**src/rtl/multicycle_control.sv**
```systemverilog
// rtl/multicycle_control.sv - multicycle RV32I-style control FSM with memory wait/timeout and sticky traps
//
// Ports:
//   clk          sole clock, rising edge
//   rst          synchronous active-high reset; also gates every output to 0 combinationally
//   opcode       instr[6:0] from the external IR, captured during DECODE
//   mem_ready    memory completes the current request this cycle
//   mem_req      memory request valid (FETCH, MEM)
//   mem_we       request is a write (store in MEM)
//   iord         address select: 0 = PC, 1 = ALU result
//   ir_write     load IR (FETCH with mem_ready)
//   pc_write     update PC
//   branch       conditional PC update, qualified by the datapath compare
//   alu_src_1    ALU A select: 0 = rs1, 1 = PC
//   alu_src_2    ALU B select: 0 = rs2, 1 = imm
//   alu_op       ALU control class
//   mem_to_reg   writeback source: 00 ALU, 01 mem, 11 PC+4
//   reg_write    register file write
//   next_pc_sel  00 seq/branch, 01 JAL, 10 JALR
//   retire       one-cycle pulse per completed instruction
//   illegal      sticky illegal-opcode flag
//   bus_error    sticky memory-timeout flag
//   state        current FSM state (debug)

module multicycle_control #(
  parameter int unsigned TIMEOUT = 255
) (
  input  logic       clk,
  input  logic       rst,
  input  logic [6:0] opcode,
  input  logic       mem_ready,
  output logic       mem_req,
  output logic       mem_we,
  output logic       iord,
  output logic       ir_write,
  output logic       pc_write,
  output logic       branch,
  output logic       alu_src_1,
  output logic       alu_src_2,
  output logic [1:0] alu_op,
  output logic [1:0] mem_to_reg,
  output logic       reg_write,
  output logic [1:0] next_pc_sel,
  output logic       retire,
  output logic       illegal,
  output logic       bus_error,
  output logic [2:0] state
);

  typedef enum logic [2:0] {
    S_FETCH   = 3'd0,
    S_DECODE  = 3'd1,
    S_EXECUTE = 3'd2,
    S_MEM     = 3'd3,
    S_WB      = 3'd4,
    S_TRAP    = 3'd5
  } state_t;

  localparam logic [6:0] OP_R     = 7'b0110011;
  localparam logic [6:0] OP_I     = 7'b0010011;
  localparam logic [6:0] OP_LOAD  = 7'b0000011;
  localparam logic [6:0] OP_STORE = 7'b0100011;
  localparam logic [6:0] OP_BR    = 7'b1100011;
  localparam logic [6:0] OP_JAL   = 7'b1101111;
  localparam logic [6:0] OP_JALR  = 7'b1100111;
  localparam logic [6:0] OP_LUI   = 7'b0110111;
  localparam logic [6:0] OP_AUIPC = 7'b0010111;

  localparam logic [7:0] TIMEOUT_CNT = TIMEOUT[7:0];

  state_t     state_q, state_d;
  logic [6:0] opc_q;
  logic [7:0] wait_q, wait_d;
  logic       illegal_q, illegal_d;
  logic       bus_error_q, bus_error_d;

  // Decoded attributes of the captured opcode
  logic       is_load, is_store, is_branch, is_jal, is_jalr;
  logic       ex_src_1, ex_src_2;
  logic [1:0] ex_op;
  logic       opcode_legal;

  // Unqualified outputs before the reset gate
  logic       mem_req_c, mem_we_c, iord_c, ir_write_c, pc_write_c, branch_c;
  logic       alu_src_1_c, alu_src_2_c, reg_write_c, retire_c;
  logic [1:0] alu_op_c, mem_to_reg_c, next_pc_sel_c;

  // Legality is judged on the live opcode, since DECODE is the capture cycle
  always_comb begin
    opcode_legal = 1'b0;
    case (opcode)
      OP_R, OP_I, OP_LOAD, OP_STORE, OP_BR,
      OP_JAL, OP_JALR, OP_LUI, OP_AUIPC: opcode_legal = 1'b1;
      default:                           opcode_legal = 1'b0;
    endcase
  end

  always_comb begin
    is_load   = 1'b0;
    is_store  = 1'b0;
    is_branch = 1'b0;
    is_jal    = 1'b0;
    is_jalr   = 1'b0;
    ex_src_1  = 1'b0;
    ex_src_2  = 1'b0;
    ex_op     = 2'b00;
    case (opc_q)
      OP_R:     ex_op = 2'b10;
      OP_I:     begin ex_src_2 = 1'b1; ex_op = 2'b10; end
      OP_LOAD:  begin is_load  = 1'b1; ex_src_2 = 1'b1; end
      OP_STORE: begin is_store = 1'b1; ex_src_2 = 1'b1; end
      OP_BR:    begin is_branch = 1'b1; ex_op = 2'b01; end
      OP_JAL:   begin is_jal = 1'b1; ex_op = 2'b11; end
      OP_JALR:  begin is_jalr = 1'b1; ex_src_2 = 1'b1; ex_op = 2'b11; end
      OP_LUI:   begin ex_src_2 = 1'b1; ex_op = 2'b11; end
      OP_AUIPC: begin ex_src_1 = 1'b1; ex_src_2 = 1'b1; ex_op = 2'b11; end
      default:  ex_op = 2'b00;
    endcase
  end

  always_comb begin
    state_d       = state_q;
    wait_d        = wait_q;
    illegal_d     = illegal_q;
    bus_error_d   = bus_error_q;
    mem_req_c     = 1'b0;
    mem_we_c      = 1'b0;
    iord_c        = 1'b0;
    ir_write_c    = 1'b0;
    pc_write_c    = 1'b0;
    branch_c      = 1'b0;
    alu_src_1_c   = 1'b0;
    alu_src_2_c   = 1'b0;
    alu_op_c      = 2'b00;
    mem_to_reg_c  = 2'b00;
    reg_write_c   = 1'b0;
    next_pc_sel_c = 2'b00;
    retire_c      = 1'b0;

    case (state_q)
      S_FETCH: begin
        mem_req_c = 1'b1;
        // mem_ready wins over an expiring wait counter in the same cycle
        if (mem_ready) begin
          ir_write_c = 1'b1;
          wait_d     = 8'd0;
          state_d    = S_DECODE;
        end else if (wait_q >= TIMEOUT_CNT) begin
          bus_error_d = 1'b1;
          state_d     = S_TRAP;
        end else begin
          wait_d = wait_q + 8'd1;
        end
      end

      S_DECODE: begin
        if (opcode_legal) begin
          state_d = S_EXECUTE;
        end else begin
          illegal_d = 1'b1;
          state_d   = S_TRAP;
        end
      end

      S_EXECUTE: begin
        alu_src_1_c = ex_src_1;
        alu_src_2_c = ex_src_2;
        alu_op_c    = ex_op;
        if (is_load || is_store) begin
          wait_d  = 8'd0;
          state_d = S_MEM;
        end else if (is_branch) begin
          branch_c   = 1'b1;
          pc_write_c = 1'b1;
          retire_c   = 1'b1;
          wait_d     = 8'd0;
          state_d    = S_FETCH;
        end else begin
          state_d = S_WB;
        end
      end

      S_MEM: begin
        alu_src_1_c = ex_src_1;
        alu_src_2_c = ex_src_2;
        alu_op_c    = ex_op;
        mem_req_c   = 1'b1;
        iord_c      = 1'b1;
        mem_we_c    = is_store;
        if (mem_ready) begin
          wait_d = 8'd0;
          if (is_store) begin
            pc_write_c = 1'b1;
            retire_c   = 1'b1;
            state_d    = S_FETCH;
          end else begin
            state_d = S_WB;
          end
        end else if (wait_q >= TIMEOUT_CNT) begin
          bus_error_d = 1'b1;
          state_d     = S_TRAP;
        end else begin
          wait_d = wait_q + 8'd1;
        end
      end

      S_WB: begin
        reg_write_c   = 1'b1;
        pc_write_c    = 1'b1;
        retire_c      = 1'b1;
        mem_to_reg_c  = is_load ? 2'b01 : ((is_jal || is_jalr) ? 2'b11 : 2'b00);
        next_pc_sel_c = is_jal ? 2'b01 : (is_jalr ? 2'b10 : 2'b00);
        wait_d        = 8'd0;
        state_d       = S_FETCH;
      end

      S_TRAP: state_d = S_TRAP;

      default: state_d = S_TRAP;
    endcase
  end

  always_ff @(posedge clk) begin
    if (rst) begin
      state_q     <= S_FETCH;
      opc_q       <= 7'd0;
      wait_q      <= 8'd0;
      illegal_q   <= 1'b0;
      bus_error_q <= 1'b0;
    end else begin
      state_q     <= state_d;
      wait_q      <= wait_d;
      illegal_q   <= illegal_d;
      bus_error_q <= bus_error_d;
      if (state_q == S_DECODE) begin
        opc_q <= opcode;
      end
    end
  end

  // Reset silences the bus immediately, even mid-transaction
  always_comb begin
    mem_req     = 1'b0;
    mem_we      = 1'b0;
    iord        = 1'b0;
    ir_write    = 1'b0;
    pc_write    = 1'b0;
    branch      = 1'b0;
    alu_src_1   = 1'b0;
    alu_src_2   = 1'b0;
    alu_op      = 2'b00;
    mem_to_reg  = 2'b00;
    reg_write   = 1'b0;
    next_pc_sel = 2'b00;
    retire      = 1'b0;
    illegal     = 1'b0;
    bus_error   = 1'b0;
    state       = 3'd0;
    if (!rst) begin
      mem_req     = mem_req_c;
      mem_we      = mem_we_c;
      iord        = iord_c;
      ir_write    = ir_write_c;
      pc_write    = pc_write_c;
      branch      = branch_c;
      alu_src_1   = alu_src_1_c;
      alu_src_2   = alu_src_2_c;
      alu_op      = alu_op_c;
      mem_to_reg  = mem_to_reg_c;
      reg_write   = reg_write_c;
      next_pc_sel = next_pc_sel_c;
      retire      = retire_c;
      illegal     = illegal_q;
      bus_error   = bus_error_q;
      state       = state_q;
    end
  end

endmodule

```
**config.mk**
```make
export PLATFORM = sky130hd
export DESIGN_NAME = multicycle_control
export DESIGN_NICKNAME = d
export VERILOG_FILES = /design/src/rtl/multicycle_control.sv
export SDC_FILE = /design/constraint.sdc
export NUM_CORES = 1
export LEC_CHECK = 0
export ABC_AREA = 1
export BUFFER_PORTS_ARGS = -buffer_cell sky130_fd_sc_hd__buf_2
export CORE_MARGIN = 5
export CORE_UTILIZATION = 30
export CTS_CLUSTER_DIAMETER = 30
export DETAILED_ROUTE_END_ITERATION = 16
export GPL_ROUTABILITY_DRIVEN = 0
export PLACE_DENSITY = 0.46
export SYNTH_ARGS = -nofsm -noshare
export SYNTH_HDL_FRONTEND = slang
export SYNTH_SLANG_ARGS = --single-unit
```
**constraint.sdc**
```tcl
create_clock -name clk -period 2.18 [get_ports clk]
set_input_delay 0.436 -clock clk [delete_from_list [all_inputs] [get_ports clk]]
set_output_delay 0.436 -clock clk [all_outputs]
set_load 0.02 [all_outputs]
```
==> metrics.md <==
| Metric | Value |
|---|---|
| Clock transition at the registers of the reported paths | roughly 0.070 ns |
| Worst hold stages | 3 |
| CP Data Arrival Time | 1.55 ns |
| FP Rows | 25 |
| Sequential area share after synthesis | 0.274 |
| Core Box Area | 0.00472 mm^2 |
| Flop2flop setup slack | 0.48 ns |
| CP Launch Type | flop |
| Synth top area share | 0.274 |
| Global route total overflow | 0 |
| VDD IR-drop max | 0.000321 V |
| All-Layer GR Usage | 0.126 |
| # diodes | 0 |
| Top post-synthesis cells by area | dfxtp_1, nand2_1, nor2_1 |
| DRC Markers | 0 |
| Pwr Density | 823 mW/mm^2 |
| Hold Vio Cnt, Final | 0 |
| Drt first pass iters | 4 |
| Period minus WS final | between 1.5 and 2 ns |
| Cell variety after synth | 27 |
| Die height | approximately 80 um |
| Finished Core Util | 0.368 |
| Flops & latches, synth | 20 |
| CP Capture Type | primary output |
| Int Power | 0.778 mW |
| Wire per inst | 11.2 um |
| Sequential share of power | 0.384 |
| Maximum clock rate | 0.503 GHz |
| Clock power frac | 0.169 |
| Most frequent cells in the layout | nand2_1, nor2_1, inv_1, buf_2, dfxtp_1 |
| Mapped Area | roughly 0.0015 mm^2 |
| H-tree lvl count | 1 |
| Final setup viols | 0 |
| Syn_nets | 248 |
| Number of global-route vias before repair | 1464 |
| I/O pin cnt | 31 |
| Leakage Power | 0.818 nW |
| Period utilisation layout | 0.912 |
| Tightest Pin Transition | 0.346 ns |
| Final Slew Violations | 0 |
| Slew HR | 0.768 |
| Required time worst endpoint | 1.74 ns |
| Post-DRT Antenna Nets | 0 |
| Status | complete, no violations |
| CP max FO | 4 |
| P_sw | 0.652 mW |
| Layout cells sized above 1 | 0.263 |
| Type of the worst setup path | reg -> out |
| # nets final | 279 |
| Port Buffers | 30 |
| CTS sink cnt | 20 |
| Initial antenna violation count | 0 |
| Root buffer cell | clkbuf_8 |
| Synthesized area per cell | 6.17 um^2 |
| Skew-Pair Late Insertion Delay | 0.25 ns |
| CTS tree | built |
| Warnings from Yosys | 0 |
| Number of CTS-inserted buffers | 3 |
| HP Class | in -> reg |
| Max-cap viol count | 0 |
| DP HPWL | 3080 um |
| Vias | 1513 |
| Post-DR vias/cell | ~4.5 |
| Synth Instances | 237 |
| Initial DRC count | 35 |
| Area growth from synthesis to layout | 18.9% |
| Yosys top cell by area | dfxtp_1 |
| Filler Cell Count | 540 |
| Logic pwr share | 0.447 |
| CTS max path bufs | 2 |
| Clk_skew | 0.00241 ns |
| DIE AREA | approximately 0.0064 mm^2 |
| RSZ-0062 raised after global routing | false |
| Setup Buffers After CTS | 0 |
| Starting Density | 0.309 |
| Pin count of the biggest net entering global routing | 13 |
| First-pass GRT wire length | ~6500 um |
| Drt total wl | approximately 3700 um |
| Most common cell after layout, fill and taps aside | nand2_1 |
| Die width | roughly 80 um |
| R2r worst-path depth | 7 |
| Switch share | 0.456 |
| Setup TNS Final | 0 ns |
==> repair_timing <==
action,in CTS,in global routing
hold buffers,0,0
endpoints found under the setup margin,0,2
gates resized for setup,0,4
==> metrics by stage <==
step,power [mW],setup WS (ns),area (um^2),hold WS (ns),std cells
2_1_floorplan,1.03,0.0148,1470,0.436,237
3_3_place_gp,1.20,0.427,1690,0.455,330
3_5_place_dp,1.20,0.388,1690,0.456,330
4_1_cts,1.45,0.147,1730,0.417,333
5_1_grt,1.57,0.0129,1740,0.442,333
6_report,1.43,0.191,1740,0.419,333
==> cells in the mapped netlist <==
| master | n |
|---|---|
| nor3_1 | 4 |
| or2_2 | 2 |
| a21oi_2 | 7 |
| inv_1 | 37 |
| nand2_1 | 47 |
| o22ai_1 | 3 |
| buf_1 | 1 |
| a21oi_4 | 1 |
| buf_2 | 3 |
| nor3_2 | 2 |
| nor2_4 | 1 |
| dfxtp_1 | 20 |
| nand3_1 | 16 |
| nand2_4 | 2 |
| nand3_4 | 1 |
| nor3_4 | 1 |
| buf_4 | 1 |
| nand2_2 | 8 |
| clkbuf_1 | 1 |
| a21oi_1 | 8 |
| inv_2 | 3 |
| nand3_2 | 1 |
| nand4_1 | 12 |
| o311ai_0 | 1 |
| nor2_1 | 43 |
| ha_1 | 1 |
| o21ai_0 | 10 |
==> final cells by class <==
| cell class | count | area, um^2 | share of cell area |
|---|---|---|---|
| Tap cell | 67 | 83.8 | 0.0482 |
| Timing Repair Buffer | 32 | 165 | 0.0950 |
| Inverter | 40 | 150 | 0.0864 |
| Multi-Input combinational cell | 171 | 896 | 0.515 |
| Clock buffer | 3 | 41.3 | 0.0238 |
| Sequential cell | 20 | 402 | 0.231 |
==> per-layer routing <==
| metal | GRT usage | wire, um |
|---|---|---|
| met1 | 0.174 | 1990 |
| met2 | 0.199 | 1550 |
| met3 | 0.0248 | 157 |
| met5 | 0 | 0 |
| met4 | 0.0355 | 24 |
==> path summary, 6_finish.rpt <==
| path | start | to |
|---|---|---|
| max | opc_q[3]$_SDFFE_PP0N_ | retire |
| min | opcode[0] | opc_q[0]$_SDFFE_PP0N_ |
| max reg2reg | wait_q[1]$_SDFFE_PP0P_ | wait_q[7]$_SDFFE_PP0P_ |
| min reg2reg | bus_error_q$_SDFFE_PP0P_ | bus_error_q$_SDFFE_PP0P_ |
==> cell families (layout without fill, tap and decap cells) <==
group / after synthesis / count (layout) / synth area share
adders and majority gates: 1 / 1 / 0.00856
buffers and inverters: 46 / 75 / 0.123
AOI/OAI and AO/OA: 30 / 30 / 0.134
and+or+nand+nor: 140 / 140 / 0.461
DFF: 20 / 20 / 0.274
==> state kept, by name, summed over array words and instances, names as in the netlist <==
name and count:
state_q 3, illegal_q 1, opc_q 7, bus_error_q 1, wait_q 8
==> worst max-delay path, cell delays in order (launching register included) <==
cell and delay, ns:
dfxtp_1 0.33, inv_1 0.11, nand2_1 0.07, nor2_1 0.17, nand2_1 0.15, nor3_2 0.15
nor2_1 0.05, o21ai_1 0.08, buf_2 0.18
==> power groups by stage <==
stage / clock network, mW / logic, mW / registers (mW)
detailed placement: 0 / 0.642 / 0.554
global placement: 0 / 0.643 / 0.558
CTS: 0.259 / 0.644 / 0.545
finish: 0.242 / 0.639 / 0.550
floorplan: 0 / 0.497 / 0.529
global route: 0.270 / 0.734 / 0.567
Power figures use the tool's default switching activity.
